File: src/rtl/ps2_key_decoder.sv
// PS/2 keyboard receiver with scan-code-set-2 make/break/extended decoding
// into ten held-key levels for two players.
module ps2_key_decoder #(
   parameter int FILTER_LEN  = 8,
   parameter int TIMEOUT_CYC = 200000
) (
   input  logic       clk,
   input  logic       rstn,
   input  logic       ps2_clk,
   input  logic       ps2_data,
   output logic [7:0] scan_code,
   output logic       code_valid,
   output logic       frame_err,
   output logic       p1_up,
   output logic       p1_down,
   output logic       p1_left,
   output logic       p1_right,
   output logic       p1_fire,
   output logic       p2_up,
   output logic       p2_down,
   output logic       p2_left,
   output logic       p2_right,
   output logic       p2_fire
);

   localparam int FLT_W = $clog2(FILTER_LEN + 1);
   localparam int TO_W  = $clog2(TIMEOUT_CYC);

   localparam logic [1:0] S_IDLE  = 2'd0;
   localparam logic [1:0] S_SHIFT = 2'd1;
   localparam logic [1:0] S_CHECK = 2'd2;

   localparam int K_P1_UP    = 9;
   localparam int K_P1_DOWN  = 8;
   localparam int K_P1_LEFT  = 7;
   localparam int K_P1_RIGHT = 6;
   localparam int K_P1_FIRE  = 5;
   localparam int K_P2_UP    = 4;
   localparam int K_P2_DOWN  = 3;
   localparam int K_P2_LEFT  = 2;
   localparam int K_P2_RIGHT = 1;
   localparam int K_P2_FIRE  = 0;

   logic             r_clk_s1, r_clk_s2, r_dat_s1, r_dat_s2;
   logic             r_clk_filt;
   logic [FLT_W-1:0] r_flt_cnt;
   logic [1:0]       r_state;
   logic [3:0]       r_bit_cnt;
   logic [9:0]       r_shift;
   logic [TO_W-1:0]  r_to_cnt;
   logic             r_brk, r_ext;
   logic [9:0]       r_keys;
   logic [7:0]       r_scan_code;
   logic             r_code_valid, r_frame_err;
   logic             w_flt_flip, w_fall, w_frame_ok, w_timeout;

   // Idle-high PS/2 lines: synchronizers and filter come out of reset at 1
   always_ff @(posedge clk or negedge rstn) begin
      if (!rstn) begin
         r_clk_s1 <= 1'b1;
         r_clk_s2 <= 1'b1;
         r_dat_s1 <= 1'b1;
         r_dat_s2 <= 1'b1;
      end else begin
         r_clk_s1 <= ps2_clk;
         r_clk_s2 <= r_clk_s1;
         r_dat_s1 <= ps2_data;
         r_dat_s2 <= r_dat_s1;
      end
   end

   assign w_flt_flip = (r_clk_s2 != r_clk_filt) && (r_flt_cnt == FLT_W'(FILTER_LEN - 1));
   assign w_fall     = w_flt_flip && r_clk_filt;

   always_ff @(posedge clk or negedge rstn) begin
      if (!rstn) begin
         r_clk_filt <= 1'b1;
         r_flt_cnt  <= '0;
      end else if (r_clk_s2 == r_clk_filt) begin
         r_flt_cnt  <= '0;
      end else if (w_flt_flip) begin
         r_clk_filt <= r_clk_s2;
         r_flt_cnt  <= '0;
      end else begin
         r_flt_cnt  <= r_flt_cnt + FLT_W'(1);
      end
   end

   // r_shift holds d0..d7 in [7:0], parity in [8], stop in [9]
   assign w_frame_ok = (^r_shift[8:0]) && r_shift[9];
   assign w_timeout  = (r_to_cnt == TO_W'(TIMEOUT_CYC - 1));

   always_ff @(posedge clk or negedge rstn) begin
      if (!rstn) begin
         r_state      <= S_IDLE;
         r_bit_cnt    <= '0;
         r_shift      <= '0;
         r_to_cnt     <= '0;
         r_brk        <= 1'b0;
         r_ext        <= 1'b0;
         r_keys       <= '0;
         r_scan_code  <= '0;
         r_code_valid <= 1'b0;
         r_frame_err  <= 1'b0;
      end else begin
         r_code_valid <= 1'b0;
         r_frame_err  <= 1'b0;
         if (w_fall || r_state != S_SHIFT)
            r_to_cnt <= '0;
         else
            r_to_cnt <= r_to_cnt + TO_W'(1);

         case (r_state)
            S_IDLE: begin
               if (w_fall && !r_dat_s2) begin
                  r_state   <= S_SHIFT;
                  r_bit_cnt <= 4'd1;
               end
            end
            S_SHIFT: begin
               if (w_fall) begin
                  r_shift   <= {r_dat_s2, r_shift[9:1]};
                  r_bit_cnt <= r_bit_cnt + 4'd1;
                  if (r_bit_cnt == 4'd10)
                     r_state <= S_CHECK;
               end else if (w_timeout) begin
                  r_frame_err <= 1'b1;
                  r_brk       <= 1'b0;
                  r_ext       <= 1'b0;
                  r_state     <= S_IDLE;
               end
            end
            S_CHECK: begin
               r_state <= S_IDLE;
               if (w_frame_ok) begin
                  r_code_valid <= 1'b1;
                  r_scan_code  <= r_shift[7:0];
                  case (r_shift[7:0])
                     8'hF0: r_brk <= 1'b1;
                     8'hE0: r_ext <= 1'b1;
                     default: begin
                        r_brk <= 1'b0;
                        r_ext <= 1'b0;
                        // Keypad arrows arrive without E0 and must not drive p2
                        case (r_shift[7:0])
                           8'h1D: if (!r_ext) r_keys[K_P1_UP]    <= !r_brk;
                           8'h1B: if (!r_ext) r_keys[K_P1_DOWN]  <= !r_brk;
                           8'h1C: if (!r_ext) r_keys[K_P1_LEFT]  <= !r_brk;
                           8'h23: if (!r_ext) r_keys[K_P1_RIGHT] <= !r_brk;
                           8'h29: if (!r_ext) r_keys[K_P1_FIRE]  <= !r_brk;
                           8'h75: if (r_ext)  r_keys[K_P2_UP]    <= !r_brk;
                           8'h72: if (r_ext)  r_keys[K_P2_DOWN]  <= !r_brk;
                           8'h6B: if (r_ext)  r_keys[K_P2_LEFT]  <= !r_brk;
                           8'h74: if (r_ext)  r_keys[K_P2_RIGHT] <= !r_brk;
                           8'h5A: r_keys[K_P2_FIRE] <= !r_brk;
                           default: ;
                        endcase
                     end
                  endcase
               end else begin
                  r_frame_err <= 1'b1;
                  r_brk       <= 1'b0;
                  r_ext       <= 1'b0;
               end
            end
            default: r_state <= S_IDLE;
         endcase
      end
   end

   assign scan_code  = r_scan_code;
   assign code_valid = r_code_valid;
   assign frame_err  = r_frame_err;
   assign p1_up      = r_keys[K_P1_UP];
   assign p1_down    = r_keys[K_P1_DOWN];
   assign p1_left    = r_keys[K_P1_LEFT];
   assign p1_right   = r_keys[K_P1_RIGHT];
   assign p1_fire    = r_keys[K_P1_FIRE];
   assign p2_up      = r_keys[K_P2_UP];
   assign p2_down    = r_keys[K_P2_DOWN];
   assign p2_left    = r_keys[K_P2_LEFT];
   assign p2_right   = r_keys[K_P2_RIGHT];
   assign p2_fire    = r_keys[K_P2_FIRE];

endmodule
File: config.mk
export PLATFORM = sky130hd
export DESIGN_NAME = ps2_key_decoder
export DESIGN_NICKNAME = d
export VERILOG_FILES = /design/src/rtl/ps2_key_decoder.sv
export SDC_FILE = /design/constraint.sdc
export NUM_CORES = 1
export LEC_CHECK = 0
export ABC_AREA = 1
export CORE_MARGIN = 1.5
export CORE_UTILIZATION = 53
export CTS_CLUSTER_SIZE = 25
export DETAILED_ROUTE_END_ITERATION = 10
export HOLD_SLACK_MARGIN = 0.05
export PLACE_DENSITY = 0.82
export SLEW_MARGIN = 20
export SYNTH_ARGS = -nofsm -noshare
export SYNTH_HDL_FRONTEND = slang
export SYNTH_SLANG_ARGS = --single-unit
export TNS_END_PERCENT = 1
File: constraint.sdc
create_clock -name clk -period 2 [get_ports clk]
set_clock_uncertainty 0.2 [all_clocks]
set_input_delay 0.5 -clock clk [delete_from_list [all_inputs] [get_ports clk]]
set_output_delay 0.5 -clock clk [all_outputs]
set_load 0.1 [all_outputs]
=== After elaboration in Yosys (flattened, before gate mapping) ===
Cells that the tools add are included.

* Input bits: 4
* Flip-flop bits (word level): 65
* Output and inout port bits: 20

* Muxes and demuxes: 25
* Bitwise operators: 3
* Equal/unequal tests: 28
* $add $sub $neg: 3
* Reduce and logical (&&, ||, !) cells: 29

{| class="wikitable"
|+ Operators by type and width
! cell !! number
|-
| 5-bit AND reduction || 9
|-
| 8-bit by 7-bit == test with 1-bit output (second input constant) || 5
|-
| 8-bit by 5-bit == test with 1-bit output (second input constant) || 3
|-
| 18-bit by 1-bit adder with 18-bit output (second input constant) || 1
|-
| 18-bit == test (second input constant) || 1
|-
| 18-bit 2-to-1 mux || 1
|-
| 8-bit by 6-bit == test with 1-bit output (second input constant) || 2
|-
| 8-bit == test (second input constant) || 2
|-
| 4-bit 2-to-1 mux || 4
|-
| 3-bit inequality test (second input constant) || 4
|-
| 4-bit AND reduction || 3
|-
| 1-bit one-hot mux with 2 select lines || 5
|-
| 1-bit 2-to-1 mux || 9
|-
| 9-bit parity || 1
|-
| 4-bit by 1-bit adder with 4-bit output (second input constant) || 2
|-
| 2-bit 2-to-1 mux || 4
|-
| 2-bit inequality test (second input constant) || 4
|-
| 4-bit one-hot mux with 2 select lines || 1
|-
| 2-bit AND reduction || 3
|-
| 3-bit AND reduction || 2
|-
| 4-bit by 3-bit == test with 1-bit output (second input constant) || 1
|-
| 4-bit == test (second input constant) || 1
|-
| 1-bit logical AND || 4
|-
| 2-bit one-hot mux with 2 select lines || 1
|-
| other kinds (11) || 15
|}

=== Longest topological paths before layout ===
Gate-level depths: netlist (run 1).

* Depth in word-level cells: 6
* Depth in mapped cells: 14
* Depth with buffers taken out: 13

=== Worst setup path before layout (run 1) ===
OpenSTA, ideal clock, no wires.

* Path kind: reg-to-reg
* From: reg r_shift[4]
* To: reg r_keys[1]
* Data arrival time: 1.602 ns
* Period minus slack after synthesis: 1.924 ns
* Setup slack: 0.076 ns
* Stages on the path, launching flop included: 14
* Cells stage by stage: dfrtp_1 inv_1 ha_1 nand2_1 nand2_2 nand2_2 nand2_2 nand2_2 nand3_2 nor2_4 buf_6 nand3_1 nand2_1 nand2_1

* Word-level cells in the longest chain between the ends: 4
* Elaborated cells on any way between the ends: 8
* Classes of those cells: 3 x eq/ne; 1 x bitwise; 4 x reduce/logical

{| class="wikitable"
|+ RTL lines
! item !! line !! source
|-
| from (decl) || 49 || <nowiki>logic [9:0] r_shift;</nowiki>
|-
| from (signal assigned) || 122 || <nowiki>r_shift <= {r_dat_s2, r_shift[9:1]};</nowiki>
|-
| 8-bit == test || 138 || <nowiki>case (r_shift[7:0])</nowiki>
|-
| 2-bit OR reduction (no line) || -- ||
|-
| 1-bit inverter (no line) || -- ||
|-
| 5-bit AND reduction (no line) (*) || -- ||
|-
| to (signal, indexed assignment) || 146 || <nowiki>8'h1D: if (!r_ext) r_keys[K_P1_UP] <= !r_brk;</nowiki>
|-
| to (signal, indexed assignment) || 147 || <nowiki>8'h1B: if (!r_ext) r_keys[K_P1_DOWN] <= !r_brk;</nowiki>
|-
| to (signal, indexed assignment) || 148 || <nowiki>8'h1C: if (!r_ext) r_keys[K_P1_LEFT] <= !r_brk;</nowiki>
|-
| to (decl) || 52 || <nowiki>logic [9:0] r_keys;</nowiki>
|}

Mark *: on every way between the ends. The rest lies on a longest branch, timed or not.
A chain may end at the register's enable or synchronous reset.

=== Worst setup path in the final report (run 1) ===
* From: reg r_shift[4]
* To: reg r_keys[4]

The elaborated chain is that of the path after synthesis.

==> results of run 1 <==
[sequential cells by signal, indices dropped and copies added (netlist names)]
signal / count
r_to_cnt: 18
r_keys: 10
r_shift: 10
scan_code: 8
r_bit_cnt: 4
r_flt_cnt: 4
r_state: 2
code_valid: 1
frame_err: 1
r_brk: 1
r_clk_filt: 1
r_clk_s1: 1
r_clk_s2: 1
r_dat_s1: 1
r_dat_s2: 1
r_ext: 1
[logic make-up after synthesis]
| group | Yosys count | share of synthesized area (%) |
|---|---|---|
| AOI/OAI and AO/OA | 53 | 9.07 |
| xor gates and xnor gates | 8 | 1.98 |
| adders and majority gates | 21 | 7.44 |
| buffers and inverters | 60 | 7.41 |
| DFF | 65 | 46.2 |
| and+or+nand+nor | 197 | 27.9 |
[worst paths after layout]
check                      startpoint      endpoint  slack [ns]  cells after the start
hold reg to reg              r_dat_s1      r_dat_s2        0.16                      0
min in group asynchronous        rstn  scan_code[5]        0.48                      3
max in group asynchronous        rstn      r_dat_s1        0.79                      3
hold / removal               r_dat_s1      r_dat_s2        0.16                      0
setup reg to reg           r_shift[4]     r_keys[4]       -0.04                     14
setup / recovery           r_shift[4]     r_keys[4]       -0.04                     14
[layout make-up]
type / instances / area share, %
clock buffer: 11 / 3.09
inverter: 54 / 4.43
clock inverter: 5 / 1.20
tap: 77 / 2.11
multi-input combinational: 280 / 38.4
timing repair buffer: 52 / 15.0
sequential: 65 / 35.7
[placed cells by master, fill, tap and decap left out, types with 3 or more instances in the layout]
| cell | synthesis | layout |
|---|---|---|
| ha_1 | 21 | 17 |
| nand3_4 | 0 | 3 |
| nand4_1 | 16 | 16 |
| dfrtp_1 | 60 | 60 |
| inv_2 | 4 | 8 |
| a21oi_1 | 11 | 11 |
| buf_4 | 1 | 23 |
| nand2_2 | 10 | 12 |
| ha_4 | 0 | 4 |
| o21ai_0 | 20 | 19 |
| o21ai_1 | 7 | 8 |
| nand3_1 | 21 | 21 |
| nor2_1 | 27 | 27 |
| nand2_4 | 1 | 3 |
| clkbuf_8 | 0 | 10 |
| inv_1 | 49 | 45 |
| nor4_1 | 3 | 3 |
| nor3_1 | 11 | 11 |
| xor2_1 | 6 | 5 |
| o21ai_2 | 9 | 9 |
| dfstp_2 | 5 | 5 |
| nand2_1 | 87 | 83 |
| buf_12 | 1 | 22 |
| nor2_4 | 4 | 4 |
[where the power goes]
part	switching, W	internal (W)
logic	0.000344	0.000212
clock network	0.000533	0.000605
registers	0.0000668	0.00141
total	0.000944	0.00223
[per-layer routing]
| metal | up-vias | global-route usage (%) | share of wire, % |
|---|---|---|---|
| met5 | - | 0 | 0 |
| met4 | 0 | 15.8 | 4.7 |
| met3 | 40 | 5.01 | 4.9 |
| met2 | 121 | 41.6 | 50 |
| met1 | 1465 | 29.1 | 40 |
| li1 | 1437 | - | - |
[metrics by stage]
step	setup TNS (ns)	cells	instance area (um^2)
2_1_floorplan	0	404	3530
3_3_place_gp	0	520	4180
3_5_place_dp	-0.0309	520	4180
4_1_cts	0	544	4550
5_1_grt	-2.29	544	4570
6_report	-0.282	544	4570
[repair_timing]
action	4_1_cts	5_1_grt
hold buffers	1	0
gates cloned	1	0
setup buffers	6	0
gates resized for setup	16	8
pin swaps	7	3
hold endpoints to repair	60	0
setup endpoints to repair	7	21
==> summary.md, run 1 <==
| Metric | Value |
|---|---|
| Min-Delay Path Class | `register to register` |
| Clk_lat worst skew | `0.36 ns` |
| Yosys cell types | `41` |
| Final HPWL DP | `5.27 mm` |
| CP Class | `register to register` |
| H-tree Lvls | `3` |
| Slowest cell on crit path | `dfrtp_1` |
| Syn_nets | `429` |
| Port-buffer cells | `23` |
| Initial core utilization | `55.3%` |
| Area Overhead vs Synth | `29.4%` |
| Core Area | `6390 um^2` |
| TritonCTS Buffers | `9` |
| Hold Vio Cnt, Final | `0` |
| Diodes inserted | `0` |
| First-pass GRT wire length | `14.1 mm` |
| Area fraction of the dominant cell type after synthesis | `42.5%` |
| Total power draw | `0.00317 W` |
| GRT Total Usage | `24.8%` |
| Sequential share of the synthesized area | `46.2%` |
| Final number of max-transition violations | `0` |
| Synth Area per Inst | `8.74 um^2` |
| Pin count of the biggest net entering global routing | `66` |
| Max IR drop VDD | `0.561 mV` |
| Crit path max-delay family | `simple AND/OR/NAND/NOR gates` |
| Placer Congestion | `0.906` |
| Synthesis Warnings | `0` |
| Worst path cell trace | `inv_2, ha_4, inv_2, nand2_4, nand2_2, nand2_4, nand2_2, nand2_2, nand3_4, nor2_4, buf_12, nand3_1, nand2_1, nand2_1` |
| Asr flop ratio synth | `100%` |
| Bufs and invs on worst path | `3` |
| Initial antenna violation count | `0` |
| FMAX | `490 MHz` |
| Wire per inst | `15.0 um` |
| Post-synth top flop | `dfrtp_1` |
| Clk slew on worst S/H paths | `0.08 ns` |
| FF+latch area | `1630 um^2` |
| Longest Clk Path Bufs | `2` |
| Chip width | `84.6 um` |
| DRT Pass-1 Iters | `5` |
| Syn Std Cell Area | `3530 um^2` |
| # fillers | `415` |
| Pwr per Cell Area | `694 nW/um^2` |
| Vias per Instance | `5.63` |
| Final #Nets | `487` |
| Worst-Margin Slew | `0.491 ns` |
| Share of layout cells above drive strength 1 | `26.8%` |
| Root Driver | `clkbuf_8` |
| Failing checks | `setup timing` |
| Dpl ws | `-0.0309 ns` |
| Yosys reg bits | `65` |
| Chip height | `84.6 um` |
| Die area | `7160 um^2` |
| Vias | `3063` |
| Status | `complete, but fails checks` |
| Residual DRC | `0` |
| Max-cap violations | `0` |
| Row cnt | `29` |
| GRT overflow | `0` |
| CP peak stage delay | `0.38 ns` |
| Clk sinks | `65` |
| DR iter-0 viols | `248` |
| Setup violations, final | `14` |
| Cell count after synthesis | `404` |
| Crit-path max FO | `21` |
| Leakage | `2.11 nW` |
| Worst setup margin | `-0.0415 ns` |
| Ranking of synthesized cells by area | `dfrtp_1 43%, nand2_1 9.2%, ha_1 7.4%` |
| Min Tclk post-route | `2.04 ns` |
| CTS tree | `done` |
| Hold slack | `0.156 ns` |
| Synth top cells by count | `87 x nand2_1, 60 x dfrtp_1, 49 x inv_1` |
| Antenna viol nets, final | `0` |
| Post-route core utilization | `71.6%` |
| Multi-input logic area | `1760 um^2` |
| I/O pin cnt | `24` |
| Period Utilization, post-route | `102%` |
| RSZ-0062 raised after global routing | `true` |
| Post-synth top area cell | `dfrtp_1` |
| Number of flops mapped to enable cells by yosys | `0` |
| Max_slew headroom | `66.9%` |
| Worst path most repeated cell | `nand2_2` |
| Most common cell in the netlist | `nand2_1` |
| CP Capture Type | `register` |
| CP arrival | `2.08 ns` |
| Startpoint types | `register` |
| Required @ worst endpoint | `2.04 ns` |
| Number of global-route vias before repair | `3132` |
| Drt total wl | `8.17 mm` |
No activity file was read; power rests on OpenSTA's default activity.
==> run 2, diff against run 1 <==
CORE_MARGIN = not set   (was 1.5)
CTS_CLUSTER_SIZE = 14   (was 25)
==> run 2 against run 1 <==
- the run still ends with setup timing left
- first-iteration DRC count rose by 6.0%
- fmax fell by 5.5%
- via count fell by 0.72%
- sequential power barely moved
- global-route usage fell by 1.4 points
- design area rose by 0.47%
- sequential share of layout area fell by 0.17 points
- power barely moved
- critical path depth fell by 1
- largest power group unchanged
==> summary.md, run 2 (same netlist as run 1, synthesis figures left out) <==
| Metric | Value |
|---|---|
| Status | `complete, but fails checks` |
| Failing checks | `setup timing` |
| Final HPWL DP | `5.19 mm (-1.6%)` |
| Startpoint types | `register` |
| Final number of max-transition violations | `0 (unchanged)` |
| Hold Path Depth | `0 (unchanged)` |
| Placer Congestion | `0.855 (-5.6%)` |
| Chip width | `83.6 um (-1.2%)` |
| Most common cell after layout, fill and taps aside | `nand2_1` |
| Row cnt | `29 (unchanged)` |
| Setup violations, final | `12 (-2)` |
| TritonCTS Buffers | `9 (unchanged)` |
| Required @ worst endpoint | `2.03 ns (about the same)` |
| Pwr per Cell Area | `691 nW/um^2 (-0.45%)` |
| Area Overhead vs Synth | `30.0%` |
| Antenna viol nets, final | `0 (unchanged)` |
| Clk slew on worst S/H paths | `0.07 ns (about the same)` |
| Port-buffer cells | `23 (unchanged)` |
| Clk sinks | `65 (unchanged)` |
| Worst R2R End | `r_keys[5]` |
| CP peak stage delay | `0.42 ns (+0.04 ns)` |
| Hold Vio Cnt, Final | `0 (unchanged)` |
| Final #Nets | `484 (-0.62%)` |
| R2r worst-path depth | `13 (-1)` |
| Worst path most repeated cell | `nand2_2` |
| Vias per Instance | `5.62 (-0.17%)` |
| Hold slack | `0.159 ns (+0.00285 ns)` |
| Most frequent cells in the layout | `85 x nand2_1, 60 x dfrtp_1, 43 x inv_1` |
| FMAX | `463 MHz (-5.5%)` |
| CP arrival | `2.19 ns (+0.11 ns)` |
| Worst path cell trace | `ha_4, inv_2, nand2_2, nand2_2, nand2_4, nand2_2, nand2_2, nand3_4, nor2_4, clkbuf_16, nand3_1, nand2_1, nand2_1` |
| Dpl ws | `-0.0325 ns (-0.00162 ns)` |
| Initial antenna violation count | `0 (unchanged)` |
| Initial core utilization | `55.3% (unchanged)` |
| Period Utilization, post-route | `108% (+6.0 points)` |
| Max IR drop VDD | `0.515 mV (-8.1%)` |
| Crit-path max FO | `5 (-76%)` |
| Root Driver | `clkbuf_8` |
| H-tree Lvls | `3 (unchanged)` |
| Die area | `6990 um^2 (-2.3%)` |
| Max-cap violations | `0 (unchanged)` |
| Slowest cell on crit path | `dfrtp_1` |
| DR iter-0 viols | `263 (+6.0%)` |
| Hold path start | `r_clk_s1` |
| Sum Neg Setup Slack | `-1.10 ns (-0.813 ns)` |
| Chip height | `83.6 um (-1.2%)` |
| CP Capture Type | `register` |
| Pin count of the biggest net entering global routing | `66 (unchanged)` |
| DRT Pass-1 Iters | `5 (unchanged)` |
| Largest regs | `r_to_cnt: 18 flops, r_keys: 10 flops, r_shift: 10 flops` |
| GRT overflow | `0 (unchanged)` |
| Leakage | `2.10 nW (-0.28%)` |
| Max_slew headroom | `57.6% (-9.3 points)` |
| I/O pin cnt | `24 (unchanged)` |
| Final Instance Area | `4590 um^2 (+0.47%)` |
| Worst-Margin Slew | `0.630 ns (+0.139 ns)` |
| CP Class | `register to register` |
| Vias | `3041 (-0.72%)` |
| Core Area | `6390 um^2 (unchanged)` |
| Max reg flops | `18 (unchanged)` |
| GRT Total Usage | `23.5% (-1.4 points)` |
| Residual DRC | `0 (unchanged)` |
| Worst setup margin | `-0.161 ns (-0.120 ns)` |
| Hold worst-path end | `r_clk_s2` |
| Largest Register | `r_to_cnt` |
| Clk_lat worst skew | `0.34 ns (-0.02 ns)` |
| Min Tclk post-route | `2.16 ns (+0.120 ns)` |
| Min-Delay Path Class | `register to register` |
| Number of global-route vias before repair | `2995 (-4.4%)` |
| Diodes inserted | `0 (unchanged)` |
| R2R Path Start | `r_shift[5]` |
| Post-Place Cell Area | `4180 um^2 (unchanged)` |
| Share of layout cells above drive strength 1 | `27.4% (+0.60 points)` |
| RSZ-0062 raised after global routing | `true` |
| Wire per inst | `14.6 um (-2.9%)` |
| CTS tree | `done` |
| Longest Clk Path Bufs | `2 (unchanged)` |
| Drt total wl | `7.89 mm (-3.4%)` |
| Reg-to-reg slack, setup | `-0.16 ns (-0.12 ns)` |
| First-pass GRT wire length | `13.2 mm (-6.9%)` |
-- run 2: how the worst max path moves through the flow --
stage                    start      endpoint  slack [ns]  cells past startpoint
finish              r_shift[5]     r_keys[5]       -0.16                     13
global route        r_shift[4]     r_keys[5]       -0.23                     14
CTS                 r_shift[4]     r_keys[4]       -0.03                     13
detailed placement  r_shift[4]  scan_code[7]       -0.03                      9
global placement    r_shift[4]  scan_code[6]        0.05                      9
floorplan           r_shift[4]     r_keys[1]        0.08                     13
-- run 2: area by class of cell --
class                      count  area, um^2
tap                           77        96.3
multi-input combinational    279        1760
fill                         414        1790
inverter                      54         203
clock inverter                 2        35.0
sequential                    65        1630
timing repair buffer          50         694
clock buffer                  14         173
-- run 2: metrics by stage --
step | power [W] | cells | utilization [%]
final | 0.00317 | 541 | 71.9
after CTS | 0.00320 | 538 | 69.4
after global placement | 0.00201 | 520 | 65.5
after global routing | 0.00336 | 541 | 71.9
after floorplan | 0.00186 | 404 | -
after detailed placement | 0.00204 | 520 | 65.5
-- run 2: metal layers --
metal,wire length (um),part of all wire [%],track usage [%],vias to the layer above
met4,387,4.9,13.3,0
li1,-,-,-,1433
met5,0,0,0,-
met2,3930,50,39.5,136
met1,3220,41,28.4,1439
met3,359,4.5,4.15,33
-- run 2: critical path, delay by kind of cell (launching register included) --
family                     cells  cell delay [ns]
buffers and inverters          2             0.22
DFF                            1             0.42
and+or+nand+nor               10             0.91
adders and majority gates      1             0.29
-- run 2: power breakdown --
part | leakage [nW] | switching [W] | internal, W
logic | 1.12 | 0.000331 | 0.000201
clock network | 0.107 | 0.000480 | 0.000677
registers | 0.878 | 0.0000724 | 0.00141
-- run 2: what timing repair did --
item | 4_1_cts | 5_1_grt
resized for setup | 4 | 21
gates cloned | 0 | 2
endpoints found under the setup margin | 12 | 20
setup buffers | 1 | 1
pin swaps | 1 | 10
hold endpoints to repair | 60 | 0
hold buffers | 1 | 0
